==> src/rtl/des_sbox_pkg.sv <==
// Shared constants and types for the DES substitution layer: the eight FIPS 46-3
// S-box tables, the controller state encoding and the LANES legality check.
package des_sbox_pkg;

    typedef enum logic [1:0] {IDLE, RUN, DONE} state_t;

    // Indexed by {row, col}: row = {b1, b6}, col = b2..b5 of the 6-bit chunk.
    localparam logic [3:0] SBOX [0:7][0:63] = '{
        '{14, 4,13, 1, 2,15,11, 8, 3,10, 6,12, 5, 9, 0, 7,
           0,15, 7, 4,14, 2,13, 1,10, 6,12,11, 9, 5, 3, 8,
           4, 1,14, 8,13, 6, 2,11,15,12, 9, 7, 3,10, 5, 0,
          15,12, 8, 2, 4, 9, 1, 7, 5,11, 3,14,10, 0, 6,13},
        '{15, 1, 8,14, 6,11, 3, 4, 9, 7, 2,13,12, 0, 5,10,
           3,13, 4, 7,15, 2, 8,14,12, 0, 1,10, 6, 9,11, 5,
           0,14, 7,11,10, 4,13, 1, 5, 8,12, 6, 9, 3, 2,15,
          13, 8,10, 1, 3,15, 4, 2,11, 6, 7,12, 0, 5,14, 9},
        '{10, 0, 9,14, 6, 3,15, 5, 1,13,12, 7,11, 4, 2, 8,
          13, 7, 0, 9, 3, 4, 6,10, 2, 8, 5,14,12,11,15, 1,
          13, 6, 4, 9, 8,15, 3, 0,11, 1, 2,12, 5,10,14, 7,
           1,10,13, 0, 6, 9, 8, 7, 4,15,14, 3,11, 5, 2,12},
        '{ 7,13,14, 3, 0, 6, 9,10, 1, 2, 8, 5,11,12, 4,15,
          13, 8,11, 5, 6,15, 0, 3, 4, 7, 2,12, 1,10,14, 9,
          10, 6, 9, 0,12,11, 7,13,15, 1, 3,14, 5, 2, 8, 4,
           3,15, 0, 6,10, 1,13, 8, 9, 4, 5,11,12, 7, 2,14},
        '{ 2,12, 4, 1, 7,10,11, 6, 8, 5, 3,15,13, 0,14, 9,
          14,11, 2,12, 4, 7,13, 1, 5, 0,15,10, 3, 9, 8, 6,
           4, 2, 1,11,10,13, 7, 8,15, 9,12, 5, 6, 3, 0,14,
          11, 8,12, 7, 1,14, 2,13, 6,15, 0, 9,10, 4, 5, 3},
        '{12, 1,10,15, 9, 2, 6, 8, 0,13, 3, 4,14, 7, 5,11,
          10,15, 4, 2, 7,12, 9, 5, 6, 1,13,14, 0,11, 3, 8,
           9,14,15, 5, 2, 8,12, 3, 7, 0, 4,10, 1,13,11, 6,
           4, 3, 2,12, 9, 5,15,10,11,14, 1, 7, 6, 0, 8,13},
        '{ 4,11, 2,14,15, 0, 8,13, 3,12, 9, 7, 5,10, 6, 1,
          13, 0,11, 7, 4, 9, 1,10,14, 3, 5,12, 2,15, 8, 6,
           1, 4,11,13,12, 3, 7,14,10,15, 6, 8, 0, 5, 9, 2,
           6,11,13, 8, 1, 4,10, 7, 9, 5, 0,15,14, 2, 3,12},
        '{13, 2, 8, 4, 6,15,11, 1,10, 9, 3,14, 5, 0,12, 7,
           1,15,13, 8,10, 3, 7, 4,12, 5, 6,11, 0,14, 9, 2,
           7,11, 4, 1, 9,12,14, 2, 0, 6,10,13,15, 3, 5, 8,
           2, 1,14, 7, 4,10, 8,13,15,12, 9, 0, 3, 5, 6,11}
    };

    function automatic bit lanes_legal(input int n);
        return (n == 1) || (n == 2) || (n == 4) || (n == 8);
    endfunction

endpackage

==> src/rtl/des_sbox_rom.sv <==
// Single DES S-box lookup: selects one of S1..S8 and remaps the 6-bit chunk
// into the {row, col} table index.
module des_sbox_rom
    import des_sbox_pkg::*;
(
    input  logic [2:0] sel,
    input  logic [5:0] addr,
    output logic [3:0] dout
);

    assign dout = SBOX[sel][{addr[5], addr[0], addr[4:1]}];

endmodule

==> src/rtl/des_sbox_layer_seq.sv <==
// Iterative DES substitution layer: evaluates LANES S-boxes per cycle over
// 8/LANES RUN cycles, with valid/ready handshakes on input and output.
module des_sbox_layer_seq
    import des_sbox_pkg::*;
#(
    parameter int LANES = 2
) (
    input  logic        clk,
    input  logic        rst,
    input  logic        in_valid,
    output logic        in_ready,
    input  logic [47:0] in_data,
    output logic        out_valid,
    input  logic        out_ready,
    output logic [31:0] out_data,
    output logic        busy
);

    localparam int NGRP = 8 / LANES;

    if (!lanes_legal(LANES)) begin : g_bad_lanes
        $error("des_sbox_layer_seq: LANES must be 1, 2, 4 or 8");
    end

    state_t      state;
    logic [2:0]  grp;
    logic [47:0] src_reg;
    logic [31:0] res_reg;
    logic [31:0] res_next;
    logic [5:0]  chunk [0:7];
    logic [3:0]  nib   [0:LANES-1];

    for (genvar s = 0; s < 8; s++) begin : g_chunk
        assign chunk[s] = src_reg[47-6*s -: 6];
    end

    // Lane l of group grp handles S-box grp*LANES + l.
    for (genvar l = 0; l < LANES; l++) begin : g_lane
        logic [2:0] sel;
        assign sel = 3'(int'(grp) * LANES + l);
        des_sbox_rom u_rom (
            .sel  (sel),
            .addr (chunk[sel]),
            .dout (nib[l])
        );
    end

    always_comb begin
        res_next = res_reg;
        for (int s = 0; s < 8; s++) begin
            if (int'(grp) == s / LANES)
                res_next[31-4*s -: 4] = nib[s % LANES];
        end
    end

    always_ff @(posedge clk or posedge rst) begin
        if (rst) begin
            state   <= IDLE;
            grp     <= '0;
            src_reg <= '0;
            res_reg <= '0;
        end else begin
            case (state)
                IDLE: begin
                    if (in_valid) begin
                        src_reg <= in_data;
                        res_reg <= '0;
                        grp     <= '0;
                        state   <= RUN;
                    end
                end
                RUN: begin
                    res_reg <= res_next;
                    if (int'(grp) == NGRP - 1) begin
                        grp   <= '0;
                        state <= DONE;
                    end else begin
                        grp <= grp + 3'd1;
                    end
                end
                DONE: begin
                    if (out_ready)
                        state <= IDLE;
                end
                default: state <= IDLE;
            endcase
        end
    end

    assign in_ready  = (state == IDLE);
    assign out_valid = (state == DONE);
    assign busy      = (state != IDLE);
    assign out_data  = res_reg;

endmodule

==> config.mk <==
export PLATFORM = sky130hd
export DESIGN_NAME = des_sbox_layer_seq
export DESIGN_NICKNAME = d
export VERILOG_FILES = /design/src/rtl/des_sbox_pkg.sv /design/src/rtl/des_sbox_rom.sv /design/src/rtl/des_sbox_layer_seq.sv
export SDC_FILE = /design/constraint.sdc
export NUM_CORES = 1
export LEC_CHECK = 0
export ABC_AREA = 1
export BUFFER_PORTS_ARGS = -buffer_cell sky130_fd_sc_hd__buf_2
export CAP_MARGIN = 40
export CELL_PAD_IN_SITES_DETAIL_PLACEMENT = 1
export CELL_PAD_IN_SITES_GLOBAL_PLACEMENT = 1
export CORE_MARGIN = 3
export CORE_UTILIZATION = 40
export CTS_CLUSTER_SIZE = 8
export DETAILED_ROUTE_END_ITERATION = 7
export GPL_TIMING_DRIVEN = 0
export PLACE_DENSITY = 0.8
export REMOVE_ABC_BUFFERS = 1
export SYNTH_ARGS = -nofsm -noshare
export SYNTH_HDL_FRONTEND = slang
export SYNTH_SLANG_ARGS = --single-unit
export TNS_END_PERCENT = 50
==> constraint.sdc <==
create_clock -name clk -period 3.5 [get_ports clk]
set_clock_uncertainty 0.05 [all_clocks]
set_input_delay 0.7 -clock clk [delete_from_list [all_inputs] [get_ports clk]]
set_output_delay 0.7 -clock clk [all_outputs]
set_load 0.005 [all_outputs]
==> reports/metrics.yaml, run 1 <==
floorplanning:
  io_pins: 87
  start_util_pct: 41.4
  core_area_um2: 16800
  die-area_um2: 19000
  placement_rows: 47
  die-width_um: 138
  dieHeight_um: 138
synthesis:
  synth_top_cells_by_area: "sky130_fd_sc_hd__dfrtp_1 (31%), sky130_fd_sc_hd__nand2_1 (26%), sky130_fd_sc_hd__nand3_1 (23%)"
  yosysTopAreaCell: "sky130_fd_sc_hd__dfrtp_1"
  syn-mean-instance-area_um2: 6.03
  yosys_warnings: 0
  syn-instance-count: 1155
  synth.yosys.seq_area_share_pct: 30.5
  synth.distinct_cells: 28
  postSynthRegisterBits: 85
  mappedNetlistArea_um2: 6970
  yosysTopAreaCellShare_pct: 30.5
clocking:
  cts.hold.buffers_added: 0
  buffer_depth_of_the_longest_clock_path: 2
  numClockSinks: 85
  worst_skew_pair.late_latency_ns: 0.34
  clock-root-buffer: "sky130_fd_sc_hd__clkbuf_16"
  tritoncts.num_buffers: 9
  clk_pin_slew_ns: 0.07
  cts_htree_levels: 3
  cts_tree: "done"
finish:
  layoutNonFillerInstCount: 1429
  final_core_util_pct: 47.7
  drive_gt1_share_pct: 13.1
  syn_to_final_growth_pct: 15.2
  nets: 1271
  post-route-cell-area_um2: 8020
  antenna_cells: 0
routing:
  drt-initial-drc-count: 978
  num_vias: 8602
  detail_route.wirelength_um: 29700
  wl_per_instance_um: 20.8
  ant_nets: 0
  detail_route.vias_per_cell: 6.02
  detail_route.drc_violations: 0
  drt_pass1_iterations: 6
sta:
  highest_clock_rate_ghz: 0.296
  final-max-slew-violation-count: 0
  min_period_ns: 3.38
  finalHoldViolations: 0
  layout_worst_path_cycle_share_pct: 96.7
  slew-limit-headroom_pct: 38.1
  setup_viol: 0
  worstMarginPinSlew_ns: 0.924
  grt_setup_unrepaired: "false"
  hold_slack_ns: 0.269
worst_setup_path:
  crit_required_ns: 3.68
  cp_max_fo: 22
  worst_r2r_endpoint: "out_data[3]"
  worst_r2r_path_depth: 13
  register_to_register_setup_slack_ns: 0.12
  critical_path.endpoint_type: "flop"
  cp.arrival_ns: 3.56
  worstSetupPathType: "flop to flop"
  cp-start-kind: "flop"
  worstReg2RegStart: "grp[0]"
global_routing:
  grt_util_all_layers_pct: 31.1
  grt_use_met1_pct: 44.5
  first_pass_grt_wire_length_um: 45900
  grt_pass1_vias: 8229
  grtUsageMet2_pct: 48.0
  gr-total-overflow: 0
  number_of_antenna_violations_at_the_first_check_in_global_routing: 0
  grt_use_met3_pct: 5.15
  grt-busiest-layer: "met2"
  grt_max_degree: 63
hold_path:
  worst_hold_path_type: "input port to asynchronous set/reset pin"
placement:
  dpl-instance-area_um2: 7540
  place.detailed.hpwl_um: 20400
  gp_routability_congestion: 0.968
  post-place-cells: 1407
  io_buffers: 86
run:
  drv.max_cap_violation_count: 0
outcome:
  outcome: "completed"
-- cell usage after synthesis (all sizes together) --
cell type,instances
nand4,28
o21ai,24
nand3,314
or2,1
clkbuf,23
a211oi,1
o22ai,8
o31ai,1
nand3b,2
o211ai,2
ha,15
nand2,491
nor3,1
a31oi,3
nor2,36
o21a,2
buf,41
inv,56
dfrtp,85
a21oi,21
-- sequential cells by signal, summed over array words and instances, names as in the netlist --
| name | flops |
|---|---|
| chunk | 48 |
| out_data | 32 |
| state | 2 |
| grp | 3 |
-- area by class of cell --
class                   instances  area [um^2]
clock buffers                   9          225
clock inverters                 7          103
fillers                      2359         8800
inverters                      56          228
multi-input cells             953         4440
flip-flops and latches         85         2130
well taps                     220          275
repair buffers                 99          616
-- timing repair --
action,CTS,global route
setup buffers,3,0
cloned,2,1
pin swaps,2,1
endpoints found under the setup margin,32,32
resized for setup,12,19
-- how the worst max path moves through the flow --
stage	from	end	slack [ns]	cells after the start
after detailed placement	grp[0]	out_data[18]	-0.91	16
final	grp[0]	out_data[3]	0.12	13
after global placement	grp[0]	out_data[18]	-1.91	16
after CTS	grp[0]	out_data[22]	-0.0001	20
after floorplan	grp[0]	out_data[0]	-0.11	15
after global routing	grp[0]	out_data[22]	0.005	20
-- critical path, cell delays in order (launching register included) --
cell	delay, ns
sky130_fd_sc_hd__dfrtp_4	0.59
sky130_fd_sc_hd__buf_8	0.20
sky130_fd_sc_hd__inv_6	0.20
sky130_fd_sc_hd__ha_1	0.36
sky130_fd_sc_hd__inv_1	0.35
sky130_fd_sc_hd__nand3_1	0.39
sky130_fd_sc_hd__nand2_1	0.21
sky130_fd_sc_hd__nand2_1	0.07
sky130_fd_sc_hd__nand3_1	0.08
sky130_fd_sc_hd__nand3_1	0.16
sky130_fd_sc_hd__nand3_1	0.12
sky130_fd_sc_hd__nand3_1	0.24
sky130_fd_sc_hd__nand4_1	0.18
sky130_fd_sc_hd__nand2_1	0.06
-- logic make-up (layout without fill, tap and decap cells) --
logic type / after synthesis / count (layout) / share of synthesized area (%)
buf+inv: 120 / 171 / 7.31
flops: 85 / 85 / 30.5
compound gates: 62 / 62 / 4.92
fa+ha+maj: 15 / 15 / 2.69
simple gates: 873 / 876 / 54.5
-- cell usage in the layout (no fill, tap or decap), types with 2 or more instances in the layout --
cell	n
sky130_fd_sc_hd__dfrtp_4	2
sky130_fd_sc_hd__nor2_1	30
sky130_fd_sc_hd__o211ai_1	2
sky130_fd_sc_hd__buf_12	3
sky130_fd_sc_hd__dfrtp_1	83
sky130_fd_sc_hd__buf_8	4
sky130_fd_sc_hd__nand3_1	313
sky130_fd_sc_hd__inv_6	3
sky130_fd_sc_hd__nand4_1	28
sky130_fd_sc_hd__bufinv_16	2
sky130_fd_sc_hd__nor2_4	3
sky130_fd_sc_hd__inv_2	6
sky130_fd_sc_hd__inv_4	5
sky130_fd_sc_hd__clkbuf_16	9
sky130_fd_sc_hd__o21a_1	2
sky130_fd_sc_hd__o21ai_1	5
sky130_fd_sc_hd__inv_1	44
sky130_fd_sc_hd__nand3b_1	2
sky130_fd_sc_hd__a31oi_1	3
sky130_fd_sc_hd__nand2_2	8
sky130_fd_sc_hd__nand2_1	477
sky130_fd_sc_hd__nand2_4	5
sky130_fd_sc_hd__o22ai_1	8
sky130_fd_sc_hd__ha_1	15
sky130_fd_sc_hd__o21ai_2	3
sky130_fd_sc_hd__buf_2	86
sky130_fd_sc_hd__nor2_2	5
sky130_fd_sc_hd__buf_4	5
sky130_fd_sc_hd__a21oi_1	21
sky130_fd_sc_hd__nand2_8	2
sky130_fd_sc_hd__o21ai_0	16
-- stage by stage --
step	TNS [ns]	setup slack (ns)
after global routing	0	0.00533
after global placement	-87.19	-1.91
after CTS	-0.000141	-0.000141
after detailed placement	-26.71	-0.914
final	0	0.117
after floorplan	-1.44	-0.115
-- routing by layer --
layer | share of wire (%) | vias up
li1 | - | 3940
met1 | 43 | 4163
met2 | 46 | 428
met3 | 8.2 | 71
met4 | 2.9 | 0
met5 | 0 | -
Power of run 1 is left out: the tool's default activity adds up to more than one toggle a clock period on the data nets, which glitch-free logic cannot reach.
==> run 2, diff against run 1 <==
- CORE_ASPECT_RATIO: unset -> 1.5
- CORE_UTILIZATION: 40 -> 37
- PLACE_DENSITY: 0.8 -> 0.77
- clock period: 3.5 -> 2.7 ns (I/O delays scaled with it)
==> reports/metrics.yaml, run 2 (synthesis results as in run 1) <==
floorplanning:
  core_area_um2: 18200  # +8.5%
  die-area_um2: 20500  # +7.9%
  io_pins: 87  # unchanged
  placement_rows: 60  # +28%
  dieHeight_um: 174  # +26%
  die-width_um: 118  # -14%
  start_util_pct: 38.2  # -3.2 points
routing:
  num_vias: 9300  # +8.1%
  drt_pass1_iterations: 6  # unchanged
  detail_route.wirelength_um: 34900  # +18%
  wl_per_instance_um: 23.1  # +11%
  drt-initial-drc-count: 1236  # +26%
  detail_route.vias_per_cell: 6.17  # +2.5%
  detail_route.drc_violations: 0  # unchanged
  ant_nets: 0  # unchanged
finish:
  seq_area_um2: 2130  # -0.12%
  syn_to_final_growth_pct: 32.2
  layout.cells.most_common: "sky130_fd_sc_hd__nand2_1"
  drive_gt1_share_pct: 22.1  # +9.1 points
  fillers: 2426  # +2.8%
  layoutNonFillerInstCount: 1508  # +5.5%
  most-common-layout-cells: "sky130_fd_sc_hd__nand2_1 (456), sky130_fd_sc_hd__nand3_1 (291), sky130_fd_sc_hd__buf_2 (87), sky130_fd_sc_hd__dfrtp_1 (83), sky130_fd_sc_hd__inv_1 (35)"
  area_of_combinational_cells_with_multiple_inputs_um2: 4920  # +11%
  antenna_cells: 0  # unchanged
  largest_register_ff_count: 48  # unchanged
  nets: 1322  # +4.0%
sta:
  highest_clock_rate_ghz: 0.335  # +13%
  post_route_setup_slack_ns: -0.286  # -0.403 ns
  setup_viol: 9  # +9
  fin_setup_tns_ns: -1.15  # -1.15 ns
  final-max-slew-violation-count: 0  # unchanged
  slew-limit-headroom_pct: 50.5  # +12 points
  grt_setup_unrepaired: "true"
  worstMarginPinSlew_ns: 0.742  # -0.182 ns
  min_period_ns: 2.99  # -0.397 ns
  layout_worst_path_cycle_share_pct: 111  # +14 points
  finalHoldViolations: 0  # unchanged
worst_setup_path:
  worstSetupPathType: "flop to flop"
  worst_r2r_path_depth: 15  # +2
  crit_path_end: "out_data[7]"
  cp.arrival_ns: 3.21  # -0.35 ns
  crit_required_ns: 2.92  # -0.76 ns
  cp_max_fo: 49  # +120%
  critical_path.endpoint_type: "flop"
  worstReg2RegStart: "grp[0]"
  register_to_register_setup_slack_ns: -0.29  # -0.40 ns
  cp-start-kind: "flop"
  worst_r2r_endpoint: "out_data[7]"
  setup.worst_path.start: "grp[0]"
clocking:
  cts_htree_levels: 3  # unchanged
  clock-root-buffer: "sky130_fd_sc_hd__clkbuf_16"
  clk_pin_slew_ns: 0.08  # about the same
  tritoncts.num_buffers: 9  # unchanged
  cts.hold.buffers_added: 0  # unchanged
  worst_skew_pair.late_latency_ns: 0.35  # about the same
  buffer_depth_of_the_longest_clock_path: 2  # unchanged
  cts_tree: "done"
  numClockSinks: 85  # unchanged
placement:
  gp_routability_congestion: 0.965  # -0.34%
  place.detailed.hpwl_um: 21000  # +2.9%
  io_buffers: 86  # unchanged
  post-place-cells: 1436  # +2.1%
global_routing:
  first_pass_grt_wire_length_um: 49800  # +8.4%
  grt_pass1_vias: 9251  # +12%
  gr-total-overflow: 0  # unchanged
  grt_max_degree: 61  # -3.2%
  number_of_antenna_violations_at_the_first_check_in_global_routing: 0  # unchanged
  grt_util_all_layers_pct: 30.2  # -0.86 points
hold_path:
  worst_hold_path_type: "input port to asynchronous set/reset pin"
outcome:
  violations: "setup timing"
  outcome: "finished, violations left"
run:
  drv.max_cap_violation_count: 0  # unchanged
-- run 2: cell type report --
type / instances / share of cell area (%)
Multi-Input combinational cell: 957 / 53.5
Tap cell: 248 / 3.37
Timing Repair inverter: 1 / 0.122
Clock buffer: 9 / 2.45
Clock inverter: 7 / 1.11
Inverter: 56 / 3.46
Timing Repair Buffer: 145 / 12.9
Sequential cell: 85 / 23.2
-- run 2: how the worst min path moves through the flow --
stage,end,slack (ns),depth (start not counted)
6_report,out_data[10],0.11,2
5_1_grt,out_data[22],0.14,2
4_1_cts,out_data[22],0.13,2
3_5_place_dp,chunk[15],0.41,2
3_3_place_gp,out_data[30],0.41,2
2_1_floorplan,chunk[15],0.39,2
-- run 2: metrics by stage --
stage / setup slack (ns) / hold slack [ns] / util [%] / area, um^2
after floorplan: -0.915 / 0.390 / - / 6670
after global placement: -2.90 / 0.410 / 40.6 / 7410
after detailed placement: -1.90 / 0.410 / 41.7 / 7610
after CTS: -0.0106 / 0.126 / 46.0 / 8400
after global routing: -0.390 / 0.137 / 50.5 / 9210
final: -0.286 / 0.115 / 50.5 / 9210
-- run 2: metal layers --
metal	global-route usage [%]	up-vias	wire, um
li1	-	4057	-
met1	34.4	4416	12500
met2	52.0	587	16800
met3	4.46	240	2580
met4	20.6	0	3090
met5	0	-	0
-- run 2: worst max-delay path: stages (launching register included) --
cell and delay (ns):
sky130_fd_sc_hd__dfrtp_2 0.48, sky130_fd_sc_hd__buf_16 0.19, sky130_fd_sc_hd__clkinv_16 0.08, sky130_fd_sc_hd__nand2_1 0.05
sky130_fd_sc_hd__nand2_1 0.05, sky130_fd_sc_hd__nand2_1 0.13, sky130_fd_sc_hd__nand2_4 0.20, sky130_fd_sc_hd__buf_12 0.25
sky130_fd_sc_hd__nor2_1 0.11, sky130_fd_sc_hd__nor2_1 0.45, sky130_fd_sc_hd__nand3_1 0.13, sky130_fd_sc_hd__nand2_1 0.11
sky130_fd_sc_hd__nand3_1 0.11, sky130_fd_sc_hd__nand3_4 0.14, sky130_fd_sc_hd__nand4_1 0.14, sky130_fd_sc_hd__nand2_1 0.19
-- run 2: what timing repair did --
| item | in CTS | in global routing |
|---|---|---|
| gates cloned | 4 | 7 |
| gates resized for setup | 68 | 93 |
| pin swaps | 5 | 12 |
| setup endpoints to repair | 33 | 32 |
| setup buffers | 18 | 27 |
Power of run 2 is left out for the same reason.
